===== src/rtl/min_pkg.sv =====
// rtl/min_pkg.sv - shared MIN framing constants, CRC32 constants and scheduler states
package min_pkg;

    localparam logic [7:0]  MIN_SOF    = 8'hAA;
    localparam logic [7:0]  MIN_EOF    = 8'h55;

    localparam logic [31:0] CRC32_POLY = 32'hEDB88320;
    localparam logic [31:0] CRC32_INIT = 32'hFFFFFFFF;

    typedef enum logic [2:0] {
        S_IDLE      = 3'd0,
        S_LATCH     = 3'd1,
        S_CRC       = 3'd2,
        S_START     = 3'd3,
        S_WAIT_BUSY = 3'd4,
        S_WAIT_DONE = 3'd5
    } state_t;

endpackage


===== src/rtl/crc32_byte.sv =====
// rtl/crc32_byte.sv - one byte of reflected CRC-32, purely combinational
module crc32_byte
    import min_pkg::*;
(
    input  logic [31:0] crc,
    input  logic [7:0]  data,
    output logic [31:0] next_crc
);

    // Eight LSB-first shift/xor steps on the running CRC
    always_comb begin
        next_crc = crc ^ {24'h000000, data};
        for (int i = 0; i < 8; i++) begin
            next_crc = next_crc[0] ? ((next_crc >> 1) ^ CRC32_POLY) : (next_crc >> 1);
        end
    end

endmodule


===== src/rtl/min_tx_scheduler.sv =====
// rtl/min_tx_scheduler.sv - round-robin sharing of the MIN transmitter between channels
module min_tx_scheduler
    import min_pkg::*;
#(
    parameter int         N_CH        = 4,
    parameter int         N_DATA_BYTE = 4,
    parameter logic [7:0] ID_BASE     = 8'h10,
    parameter int         TX_TIMEOUT  = 16
) (
    input  logic                          i_clk,
    input  logic                          i_rst,
    input  logic [N_CH-1:0]               i_req,
    input  logic [N_CH*N_DATA_BYTE*8-1:0] i_data,
    input  logic                          i_tx_busy,
    output logic [N_CH-1:0]               o_ack,
    output logic                          o_tx_en,
    output logic [7:0]                    o_id,
    output logic [N_DATA_BYTE*8-1:0]      o_data,
    output logic [31:0]                   o_crc32,
    output logic                          o_busy,
    output logic                          o_err
);

    localparam int IDX_W = (N_CH > 1) ? $clog2(N_CH) : 1;
    localparam int DW    = N_DATA_BYTE * 8;
    localparam int BI_W  = $clog2(N_DATA_BYTE + 2);
    localparam int CNT_W = $clog2(TX_TIMEOUT + 1);

    state_t           state;
    logic [IDX_W-1:0] ptr;
    logic [IDX_W-1:0] idx;
    logic [IDX_W-1:0] sel;
    logic [IDX_W-1:0] sel_hi;
    logic [IDX_W-1:0] sel_lo;
    logic             found;
    logic             found_hi;
    logic [DW-1:0]    sel_data;
    logic [31:0]      crc;
    logic [31:0]      crc_next;
    logic [7:0]       crc_byte;
    logic [BI_W-1:0]  bidx;
    logic [CNT_W-1:0] cnt;

    // Round-robin pick: lowest requester at or above the pointer, else lowest overall
    always_comb begin
        found_hi = 1'b0;
        sel_hi   = '0;
        sel_lo   = '0;
        for (int k = N_CH - 1; k >= 0; k--) begin
            if (i_req[k]) begin
                sel_lo = IDX_W'(k);
                if (IDX_W'(k) >= ptr) begin
                    found_hi = 1'b1;
                    sel_hi   = IDX_W'(k);
                end
            end
        end
        found = |i_req;
        sel   = found_hi ? sel_hi : sel_lo;
    end

    // Payload of the granted channel and the byte fed to the CRC this cycle
    always_comb begin
        sel_data = '0;
        for (int k = 0; k < N_CH; k++) begin
            if (idx == IDX_W'(k)) sel_data = i_data[k*DW +: DW];
        end
        crc_byte = 8'h00;
        if (bidx == BI_W'(0)) begin
            crc_byte = o_id;
        end else if (bidx == BI_W'(1)) begin
            crc_byte = 8'(N_DATA_BYTE);
        end else begin
            for (int p = 0; p < N_DATA_BYTE; p++) begin
                if (bidx == BI_W'(p + 2)) crc_byte = o_data[(N_DATA_BYTE-1-p)*8 +: 8];
            end
        end
    end

    crc32_byte u_crc32_byte (
        .crc      (crc),
        .data     (crc_byte),
        .next_crc (crc_next)
    );

    // Frame sequencer: grant, latch, byte-serial CRC, start pulse, transmitter handshake
    always_ff @(posedge i_clk) begin
        if (i_rst) begin
            state   <= S_IDLE;
            ptr     <= '0;
            idx     <= '0;
            crc     <= CRC32_INIT;
            bidx    <= '0;
            cnt     <= '0;
            o_ack   <= '0;
            o_tx_en <= 1'b0;
            o_id    <= '0;
            o_data  <= '0;
            o_crc32 <= '0;
            o_busy  <= 1'b0;
            o_err   <= 1'b0;
        end else begin
            o_ack   <= '0;
            o_tx_en <= 1'b0;
            o_err   <= 1'b0;
            case (state)
                S_IDLE: begin
                    if (found) begin
                        idx    <= sel;
                        o_ack  <= N_CH'(1) << sel;
                        o_busy <= 1'b1;
                        state  <= S_LATCH;
                    end
                end
                S_LATCH: begin
                    o_data <= sel_data;
                    o_id   <= ID_BASE + 8'(idx);
                    ptr    <= (idx == IDX_W'(N_CH - 1)) ? '0 : idx + IDX_W'(1);
                    crc    <= CRC32_INIT;
                    bidx   <= '0;
                    state  <= S_CRC;
                end
                S_CRC: begin
                    crc  <= crc_next;
                    bidx <= bidx + BI_W'(1);
                    if (bidx == BI_W'(N_DATA_BYTE + 1)) begin
                        o_crc32 <= ~crc_next;
                        o_tx_en <= 1'b1;
                        state   <= S_START;
                    end
                end
                S_START: begin
                    cnt   <= '0;
                    state <= S_WAIT_BUSY;
                end
                S_WAIT_BUSY: begin
                    if (i_tx_busy) begin
                        state <= S_WAIT_DONE;
                    end else if (cnt == CNT_W'(TX_TIMEOUT - 2)) begin
                        // Abort lands the o_err pulse TX_TIMEOUT cycles after o_tx_en
                        o_err  <= 1'b1;
                        o_busy <= 1'b0;
                        state  <= S_IDLE;
                    end else begin
                        cnt <= cnt + CNT_W'(1);
                    end
                end
                S_WAIT_DONE: begin
                    if (!i_tx_busy) begin
                        o_busy <= 1'b0;
                        state  <= S_IDLE;
                    end
                end
                default: begin
                    o_busy <= 1'b0;
                    state  <= S_IDLE;
                end
            endcase
        end
    end

endmodule


===== config.mk =====
export PLATFORM = sky130hd
export DESIGN_NAME = min_tx_scheduler
export DESIGN_NICKNAME = d
export VERILOG_FILES = /design/src/rtl/min_pkg.sv /design/src/rtl/crc32_byte.sv /design/src/rtl/min_tx_scheduler.sv
export SDC_FILE = /design/constraint.sdc
export NUM_CORES = 1
export LEC_CHECK = 0
export CAP_MARGIN = 20
export CORE_UTILIZATION = 48
export CTS_CLUSTER_DIAMETER = 80
export DETAILED_ROUTE_END_ITERATION = 10
export PLACE_DENSITY = 0.84
export SKIP_LAST_GASP = 1
export SYNTH_ARGS = -nofsm -noshare
export SYNTH_HDL_FRONTEND = slang
export SYNTH_SLANG_ARGS = --single-unit

===== constraint.sdc =====
create_clock -name i_clk -period 3.5 [get_ports i_clk]
set_input_delay 1.05 -clock i_clk [delete_from_list [all_inputs] [get_ports i_clk]]
set_output_delay 1.05 -clock i_clk [all_outputs]
set_load 0.02 [all_outputs]

==> impl_metrics.yaml, run 1 <==
floorplan:
  die_area_um2: 14970
  coreArea_um2: 13990
  rows: 43
  die_w_um: 122.3
  die_h_um: 122.3
  initial_core_util: 0.4969
  io_pins: 214
layout:
  fin_util: 0.6809
  drive_gt1_frac: 0.07792
  nets: 1212
  multi_input_area_um2: 4103
  layout.cells.non_filler: 1258
  diodes: 0
  syn_to_final_growth_pct: 37.03
  register_area_um2: 2422
  fillers: 1128
timing:
  hold_viol: 0
  worst_hold_slack_ns: 0.4500
  relSlewSlack: 0.2861
  slew_viol_final: 0
  final.setup.tns_ns: 0
  skew_ns: 0.008671
  finalCriticalPeriod_ns: 3.287
  tightest_slew_ns: 1.071
  final-setup-viol-count: 0
  fmax_mhz: 304.3
  rsz0062_at_grt: "no"
  min_period_over_period: 0.9391
pwr:
  cellPowerDensity_nw_per_um2: 541.9
  combPwrFrac: 0.371
  p_leak_uw: 0.003514
  p_seq_frac: 0.328
  clkPwrFrac: 0.301
  netSwitchingFraction: 0.3569
  irDropWorstVdd_uv: 403.2
  switchingPower_uw: 1842
  power.internal_uw: 3319
worst_setup_path:
  cp_top_family: "compound AO/OA/AOI/OAI gates"
  cpMaxStageDelayCell: "ha_1"
  required_ns: 3.80
  cp-start-kind: "flip-flop"
  end_kind: "flip-flop"
  slowest_delay_ns: 0.57
  arrival_ns: 3.59
  critPathBufInv: 1
  critPathMaxFanout: 18
  crit_chain: "inv_1 -> ha_1 -> nand3b_1 -> a2bb2oi_1 -> o221ai_1 -> a211o_1 -> xor2_1 -> xnor2_1 -> a21oi_1 -> or2_2"
  crit_type: "reg2reg"
synthesis:
  synth-edff-count: 0
  ys_seq_elements: 121
  synth_flop_cell: "dfxtp_1"
  synth_cell_types: 74
  yosys-top-cells-area: "dfxtp_1, nor2_1, a21oi_1"
  synth_seq_area_share: 0.3485
  synth_top_area_share: 0.3485
  async_flop_share: 0
  synthMostInstantiatedCell: "nor2_1"
  yosys_warnings: 0
  syn_inst: 894
  syn_area_um2: 6950
  yosys-top-cells-count: "nor2_1, dfxtp_1, a21oi_1, nand2_1, clkbuf_1"
  synth_top_area_cell: "dfxtp_1"
  avgSynthCellArea_um2: 7.775
place:
  port_buffers: 208
  place_inst: 1224
  gp_congestion: 0.9018
  place_hpwl_um: 14940
routing:
  routed_wirelength_um: 20570
  wire_per_inst_um: 16.35
  dr.pass1.iters: 5
  drcViolationCount: 0
  vias: 6921
  drt_iter0_markers: 569
  detail_route.vias_per_cell: 5.502
  ant_nets: 0
cts:
  cts_buffers: 17
  clk_pin_slew_ns: 0.05
  holdBufCountCts: 0
  cts_root_buffer: "clkbuf_16"
  ctsResizeCount: 0
  clock_latency_ns: 0.42
  clk_path_buf_depth: 2
  htree_levels: 4
  cts_sinks: 121
  post_cts_buffers: 0
  cts_tree: "done"
global_route:
  grt_max_degree: 81
  antenna_found_initial: 0
  grt_pass1_wl_um: 32800
  grt_usage: 0.2830
  first_global_vias: 6584
  grt_overflow_total: 0
run:
  maxCapViolCount: 0
outcome:
  status: "finished, final reports clean"
hold_path:
  worstHoldPathType: "reg2reg"
-- worst reg2reg max path, stage by stage, from the launching register on --
cell and delay [ns]:
dfxtp_1 0.33, inv_1 0.11, ha_1 0.57, nand3b_1 0.26, a2bb2oi_1 0.24, o221ai_1 0.15
a211o_1 0.46, xor2_1 0.47, xnor2_1 0.22, a21oi_1 0.10, or2_2 0.27
-- cell usage in the layout (no fill, tap or decap), types with 21 or more instances in the layout --
cell and count:
dfxtp_1 121, xnor2_1 33, o21ai_0 38, xor2_1 21, clkdlybuf4s50_1 207, nand2_1 107, nor2_1 166, a21oi_1 109
o211ai_1 33
-- registers in the layout, summed over array words and instances (netlist names), 2 cells and up --
signal and flops:
o_id 3, o_ack 4, bidx 3, ptr 2
crc 32, state 3, o_crc32 32, idx 2
o_data 32, cnt 5
-- through the flow --
stage	total power (µW)	cell area (µm²)	worst slack (ns)
CTS	5145	9502	0.2126
floorplan	2956	6965	0.4286
global route	5429	9524	0.02652
global placement	3548	8976	0.3556
finish	5161	9524	0.2133
detailed placement	3585	8976	0.2176
-- cell type report --
cell class | instances | area share
timing repair buffer | 224 | 0.2310
sequential | 121 | 0.2543
clock buffer | 23 | 0.05018
inverter | 13 | 0.005123
multi-input combinational | 689 | 0.4308
clock inverter | 8 | 0.004992
tap | 180 | 0.02365
-- power by group through the flow --
stage	clock (µW)	sequential, µW	combinational (µW)
floorplan	0	1770	1180
global placement	0	1720	1830
detailed placement	0	1710	1870
CTS	1560	1690	1890
global route	1630	1710	2090
finish	1550	1700	1910
-- worst paths after layout --
check | startpoint | to | slack (ns) | cells past startpoint
min reg2reg | o_crc32[7] | o_crc32[7] | 0.45 | 2
max reg2reg | bidx[1] | crc[8] | 0.21 | 10
min | o_crc32[7] | o_crc32[7] | 0.45 | 2
max | bidx[1] | crc[8] | 0.21 | 10
-- routing by layer --
metal,global-route usage,part of all wire
met5,0,0
met4,0.1098,0.031
met3,0.07807,0.069
met2,0.4782,0.48
met1,0.3392,0.42
-- cells by family after synthesis --
group | Yosys count | synth area share
multiplexers | 4 | 0.005941
XOR/XNOR | 70 | 0.1148
buffers and inverters | 88 | 0.06589
AND/OR/NAND/NOR | 358 | 0.2263
other | 1 | 0.0005395
adder cells (fa/ha/maj) | 11 | 0.01980
flip-flops | 121 | 0.3485
AO/OA/AOI/OAI | 241 | 0.2182
No activity file was read; power rests on OpenSTA's default activity.
==> run 2: changes to the inputs <==
--- a/config.mk
+++ b/config.mk
@@ -11,6 +11,7 @@
 export DETAILED_ROUTE_END_ITERATION = 10
 export PLACE_DENSITY = 0.84
 export SKIP_LAST_GASP = 1
+export SLEW_MARGIN = 40
 export SYNTH_ARGS = -nofsm -noshare
 export SYNTH_HDL_FRONTEND = slang
 export SYNTH_SLANG_ARGS = --single-unit
==> run 2 against run 1 <==
Non-clock buffer count stayed put; design area is 0.89% higher; clock power is 14% higher; critical path depth is 1 lower; hold slack better by 0.0058 ns; register-to-register slack better by 0.04 ns; sequential cell count stayed put; utilization is 0.61 points higher; die area stayed put; total power is 4.2% higher; critical path type unchanged; critical endpoint is now crc[29].
==> impl_metrics.yaml, run 2 (same netlist as run 1, synthesis figures left out) <==
outcome:
  status: "finished, final reports clean"
place:
  gp_congestion: 0.9018
  port_buffers: 208
  place_hpwl_um: 14910
  placed_area_um2: 8986
global_route:
  antenna_found_initial: 0
  grt_overflow_total: 0
  first_global_vias: 6506
  grt_pass1_wl_um: 32770
  grt_usage: 0.2818
  grt_max_degree: 81
routing:
  vias: 6885
  dr.pass1.iters: 5
  detail_route.vias_per_cell: 5.473
  routed_wirelength_um: 20510
  drcViolationCount: 0
  drt_iter0_markers: 571
  wire_per_inst_um: 16.30
  ant_nets: 0
layout:
  multi_input_area_um2: 4115
  register_area_um2: 2422
  layout_common_cells: "clkdlybuf4s50_1, nor2_1, dfxtp_1"
  diodes: 0
  largest_registers: "crc: 32 flops, o_crc32: 32 flops, o_data: 32 flops"
  syn_to_final_growth_pct: 38.25
  nets: 1212
  drive_gt1_frac: 0.07792
  layout_commonest_cell: "clkdlybuf4s50_1"
  fillers: 1102
  stdcell_area_um2: 9609
worst_setup_path:
  required_ns: 3.79
  cpMaxStageDelayCell: "ha_1"
  crit_chain: "inv_1 -> ha_1 -> o21ai_2 -> a2bb2oi_1 -> o22ai_1 -> a211o_1 -> xnor2_4 -> xnor3_1 -> o32a_1"
  crit_type: "reg2reg"
  arrival_ns: 3.54
  critPathMaxFanout: 14
  cp-start-kind: "flip-flop"
  crit_start: "bidx[0]"
  slowest_delay_ns: 0.53
  timing.rr.start: "bidx[0]"
  end_kind: "flip-flop"
timing:
  tightest_slew_ns: 0.7790
  skew_ns: 0.01579
  relSlewSlack: 0.4807
  rsz0062_at_grt: "no"
  final.setup.tns_ns: 0
  finalCriticalPeriod_ns: 3.251
  min_period_over_period: 0.9288
  slew_viol_final: 0
  final-setup-viol-count: 0
  worst_hold_slack_ns: 0.4557
  fmax_mhz: 307.6
  hold_viol: 0
floorplan:
  io_pins: 214
  initial_core_util: 0.4969
  die_area_um2: 14970
  coreArea_um2: 13990
  die_h_um: 122.3
  die_w_um: 122.3
  rows: 43
cts:
  cts_tree: "done"
  cts_buffers: 17
  cts_root_buffer: "clkbuf_16"
  clock_latency_ns: 0.41
  htree_levels: 4
  clk_path_buf_depth: 2
  cts_sinks: 121
  clk_pin_slew_ns: 0.05
pwr:
  irDropWorstVdd_uv: 372.6
  p_leak_uw: 0.003550
  cellPowerDensity_nw_per_um2: 559.4
hold_path:
  worstHoldPathType: "reg2reg"
  hold_start: "o_crc32[28]"
run:
  maxCapViolCount: 0
[run 2: cell type report]
cell class	instances	area share
clock buffer	24	0.05013
timing repair buffer	224	0.2289
multi-input combinational	689	0.4283
tap	180	0.02344
inverter	13	0.005078
sequential	121	0.2521
clock inverter	7	0.01211
[run 2: critical path, delay by kind of cell (launching register included)]
family / cells / cell delay, ns
AOI/OAI and AO/OA: 5 / 1.38
xor gates and xnor gates: 2 / 0.77
adders and majority gates: 1 / 0.53
DFF: 1 / 0.34
buffers and inverters: 1 / 0.10
[run 2: what timing repair did]
item | 4_1_cts | 5_1_grt
gates resized for setup | 0 | 1
endpoints found under the setup margin | 0 | 1
buffers inserted | 0 | 3
hold buffers | 0 | 0
[run 2: path summary, 6_finish.rpt]
kind	to	slack [ns]	cells past startpoint
hold / removal	o_crc32[28]	0.46	2
hold reg to reg	o_crc32[28]	0.46	2
setup reg to reg	crc[29]	0.25	9
setup / recovery	crc[29]	0.25	9
[run 2: where the power goes]
| group | internal (µW) | switching [µW] | total [µW] |
|---|---|---|---|
| combinational | 838 | 1080 | 1910 |
| clock | 1170 | 595 | 1770 |
| sequential | 1540 | 160 | 1700 |
[run 2: layer usage]
layer	track usage	share of wire	vias up
li1	-	-	3411
met2	0.4810	0.49	274
met3	0.05809	0.065	48
met1	0.3431	0.42	3152
met5	0	0	-
met4	0.1166	0.030	0
[run 2: metrics by stage]
step | worst slack [ns] | total power [µW] | util | cells
after floorplan | 0.4286 | 2956 | - | 898
after global placement | 0.3556 | 3548 | 0.6417 | 1224
after detailed placement | 0.2156 | 3587 | 0.6424 | 1224
after CTS | 0.2102 | 5368 | 0.6852 | 1255
after global routing | 0.05002 | 5649 | 0.6869 | 1258
final | 0.2492 | 5376 | 0.6869 | 1258
